## src/rtl/lfsr_seq_ctrl.sv

```systemverilog
// Burst sequencer for an external 26-bit LFSR: seeds it, then streams its states out over valid/ready.
// Optional build macro LFSR_ZERO_SEED_GUARD_EN substitutes an all-ones seed for zero and aborts on an all-zero LFSR state.
module lfsr_seq_ctrl #(
  parameter int unsigned LEN_W = 8
) (
  input  logic             clk,
  input  logic             rst_n,
  input  logic             start,
  input  logic             abort,
  input  logic [1:26]      seed,
  input  logic [LEN_W-1:0] len,
  input  logic [1:26]      lfsr_q,
  output logic             lfsr_load,
  output logic [1:26]      lfsr_din,
  output logic [1:26]      word_out,
  output logic             word_valid,
  input  logic             word_ready,
  output logic             busy,
  output logic             done
);

  localparam logic [1:0] IDLE = 2'd0;
  localparam logic [1:0] LOAD = 2'd1;
  localparam logic [1:0] RUN  = 2'd2;
  localparam logic [1:0] DONE = 2'd3;

  logic [1:0]       state;
  logic [1:0]       state_nxt;
  logic [LEN_W-1:0] len_q;
  logic [LEN_W:0]   cnt;
  logic [1:26]      seed_eff;
  logic             run_kill;
  logic             capture;
  logic             last_xfer;
  logic             in_run;

`ifdef LFSR_ZERO_SEED_GUARD_EN
  assign seed_eff = (seed == '0) ? '1 : seed;
  assign run_kill = abort || (lfsr_q == '0);
`else
  assign seed_eff = seed;
  assign run_kill = abort;
`endif

  assign in_run = (state == RUN);

  // The held word is always the most recent capture, so the final transfer is
  // the one that happens once the capture count has reached len.
  assign capture   = in_run && !run_kill && (!word_valid || word_ready)
                     && (cnt < {1'b0, len_q});
  assign last_xfer = in_run && !run_kill && word_valid && word_ready
                     && (cnt == {1'b0, len_q});

  always_comb begin
    state_nxt = state;
    unique case (state)
      IDLE:    if (start) state_nxt = LOAD;
      LOAD:    state_nxt = (abort || (len_q == '0)) ? DONE : RUN;
      RUN:     if (run_kill || last_xfer) state_nxt = DONE;
      DONE:    state_nxt = IDLE;
      default: state_nxt = IDLE;
    endcase
  end

  always_ff @(posedge clk or negedge rst_n) begin
    if (!rst_n) begin
      state      <= IDLE;
      len_q      <= '0;
      lfsr_din   <= '0;
      cnt        <= '0;
      word_out   <= '0;
      word_valid <= 1'b0;
    end else begin
      state <= state_nxt;
      if ((state == IDLE) && start) begin
        lfsr_din <= seed_eff;
        len_q    <= len;
        cnt      <= '0;
      end
      if (capture) begin
        word_out   <= lfsr_q;
        word_valid <= 1'b1;
        cnt        <= cnt + {{LEN_W{1'b0}}, 1'b1};
      end else if (in_run && (run_kill || last_xfer)) begin
        word_valid <= 1'b0;
      end
    end
  end

  assign lfsr_load = (state == LOAD);
  assign busy      = (state != IDLE);
  assign done      = (state == DONE);

endmodule
```

## config.mk

```make
export PLATFORM = sky130hd
export DESIGN_NAME = lfsr_seq_ctrl
export DESIGN_NICKNAME = d
export VERILOG_FILES = /design/src/rtl/lfsr_seq_ctrl.sv
export SDC_FILE = /design/constraint.sdc
export NUM_CORES = 1
export LEC_CHECK = 0
export BUFFER_PORTS_ARGS = -buffer_cell sky130_fd_sc_hd__buf_2
export CAP_MARGIN = 20
export CORE_UTILIZATION = 40
export CTS_BUF_LIST = sky130_fd_sc_hd__clkbuf_8
export DETAILED_ROUTE_END_ITERATION = 6
export PLACE_DENSITY = 0.78
export SYNTH_ARGS = -nofsm -noshare
export SYNTH_HDL_FRONTEND = slang
export SYNTH_SLANG_ARGS = --single-unit
```

## constraint.sdc

```tcl
create_clock -name clk -period 4 [get_ports clk]
set_clock_uncertainty 0.15 [all_clocks]
set_input_delay 0.4 -clock clk [delete_from_list [all_inputs] [get_ports clk]]
set_output_delay 0.4 -clock clk [all_outputs]
set_load 0.01 [all_outputs]
```

==> impl_metrics.toml <==
[status]
status = "complete, but fails checks"
violations = "hold timing"

[drt]
drt_wl_total_um = 6500
ant_nets = 0
vias = 2262
wire_per_inst_um = 14.0
viasPerCell = 4.88
drt_pass1_iterations = 5
drc = 0
drt_iter0_markers = 55

[final_layout]
multi_input_area_um2 = 1410
layout_commonest_cell = "buf_2"
layout_common_cells = "120 x buf_2, 72 x dfrtp_1, 41 x mux2_2, 20 x mux2_4, 15 x inv_1"
antenna_cells = 0
nNetsFinal = 436
area_delta_synth_final_pct = 28.3
drive_above_1_share = 0.572
seqCellArea_um2 = 1800
nFillCells = 707

[clock_tree]
cts-resized-gates = 0
clkTransAtPathRegs_ns = 0.08
clock_path_buffers = 2
h-tree-depth = 3
hold_buffers = 0
cts_setup_buffers = 0
clock-sinks = 72
cts_root_buf = "clkbuf_8"
clk_latency_ns = 0.34
numCtsBuffers = 9
cts_tree = "built"

[logic_synthesis]
netlist_area_um2 = 3320
seq_area_frac_synth = 0.542
synthCells = 231
syn_area_per_cell_um2 = 14.4
yosysWarnings = 0
synth_edf_count = 0
synthArstFlopShare = 1.00
synth-main-ff-cell = "dfrtp_1"
synth_cell_types = 34
ys_ff_latch = 72
syn-num-nets = 310

[critical_path]
max_stage_delay_ns = 0.49
critical_path.startpoint_type = "flip-flop"
r2r_start = "state[0]"
crit_chain = "inv_1, ha_1, inv_2, nor4_4, o221ai_4, nor2_8, mux2_2"
r2r_end = "word_out[26]"
critical-path-top-delay-family = "simple AND/OR/NAND/NOR gates"
arrival_ns = 2.60
cp_max_fo = 26
rr_worst_depth = 7
r2r_slack_ns = 1.47
endpoint_kind = "flip-flop"
path_buf_inv = 2
cp_slowest_cell = "nor2_8"
crit_required_ns = 4.07
path_class = "flip-flop to flip-flop"

[floorplan]
rows = 32
die_area_um2 = 8680
io-pin-count = 121
die_y_um = 93.2
start_util = 0.421
core_area_um2 = 7890
die_x_um = 93.2

[timing]
min_period_ns = 2.53
finalCritPeriodShare = 0.634
hold_viol_final = 6
slew_viol_final = 0
whs_ns = -0.00871
slew_headroom = 0.473
finalSetupTns_ns = 0
fmax_ghz = 0.395
setup_viol = 0
rsz0062_at_grt = "false"
worst_slew_pin_slew_ns = 0.790

[global_routing]
grt_pass1_wl_um = 10600
grt_overflow_total = 0
grt_pass1_vias = 2306
grt_max_degree = 44
antenna_found_initial = 0
grt_util_all_layers = 0.158

[power_and_ir_drop]
p_leak_nw = 2.09
ir_drop_mv = 0.349
power.density_nw_per_um2 = 771

[place]
port_buffers = 120
gp_congestion = 0.799
hpwl_um = 4750

[run]
max_cap_violations = 0

[worst_hold_path]
hp-class = "primary input to async pin"
[metal layers]
layer | track usage | share of wire | up-vias
li1 | - | - | 1070
met1 | 0.186 | 0.42 | 1116
met2 | 0.267 | 0.51 | 72
met3 | 0.0593 | 0.062 | 4
met4 | 0.0487 | 0.0063 | 0
met5 | 0 | 0 | -
[how the worst max path moves through the flow]
| stage | startpoint | end | slack [ns] | cells after the start |
|---|---|---|---|---|
| CTS | state[0] | word_out[26] | 1.46 | 7 |
| global route | state[0] | word_out[23] | 1.30 | 7 |
| floorplan | state[0] | word_out[10] | 1.82 | 8 |
| finish | state[0] | word_out[26] | 1.47 | 7 |
| global placement | state[0] | word_out[26] | 1.54 | 7 |
| detailed placement | state[0] | word_out[26] | 1.48 | 7 |
[cell families (layout without fill, tap and decap cells)]
family / after synthesis / after routing / synth area share
AOI/OAI and AO/OA: 27 / 27 / 0.0760
buffers and inverters: 22 / 153 / 0.0339
muxes: 61 / 61 / 0.229
adders and majority gates: 14 / 14 / 0.0527
DFF: 72 / 72 / 0.542
and+or+nand+nor: 34 / 34 / 0.0636
xor gates and xnor gates: 1 / 1 / 0.00264
[per-stage QoR]
stage | std cells | instance area [um^2] | utilization | power, W | setup WS [ns]
2_1_floorplan | 231 | 3320 | - | 0.00214 | 1.82
3_3_place_gp | 448 | 4010 | 0.509 | 0.00254 | 1.54
3_5_place_dp | 448 | 4010 | 0.509 | 0.00260 | 1.48
4_1_cts | 464 | 4270 | 0.541 | 0.00334 | 1.46
5_1_grt | 464 | 4270 | 0.541 | 0.00350 | 1.30
6_report | 464 | 4270 | 0.541 | 0.00329 | 1.47
[worst register-to-register path: stages (launching register included)]
cell and delay (ns):
dfrtp_1 0.42, inv_1 0.13, ha_1 0.19, inv_2 0.07, nor4_4 0.30, o221ai_4 0.24, nor2_8 0.50, mux2_2 0.42
[cells in the mapped netlist, types with 2 or more instances]
library cell,instances,area share
ha_1,14,0.053
a21oi_1,2,0.0030
nand3_1,4,0.0060
nand2b_1,6,0.011
buf_6,4,0.014
mux2_4,20,0.090
or2_2,2,0.0038
a211oi_1,6,0.014
nor2_1,3,0.0034
nor4_1,2,0.0038
o211ai_1,3,0.0068
clkbuf_1,3,0.0034
mux2_2,41,0.14
o21ai_0,5,0.0075
dfrtp_1,72,0.54
a31o_1,5,0.013
and3_1,2,0.0038
inv_1,14,0.016
nand2_1,8,0.0090
[power breakdown]
part	switching (W)	total [W]	internal, W
Combinational	0.000598	0.00130	0.000706
Clock	0.000271	0.000719	0.000449
Sequential	0.000196	0.00127	0.00107
Total	0.00107	0.00329	0.00222
[final cells by class]
cell class                      instances  share of cell area
Sequential cell                        72               0.422
Multi-Input combinational cell        137               0.331
Timing Repair Buffer                  122               0.144
Clock buffer                           11              0.0355
Tap cell                              102              0.0299
Clock inverter                          5              0.0241
Inverter                               15              0.0132
[state kept, by name, indices dropped and copies added, names as in the netlist]
name        flops
len_q           8
state           2
cnt             9
word_valid      1
lfsr_din       26
word_out       26
Note: power is estimated with default switching activity, not from simulation.
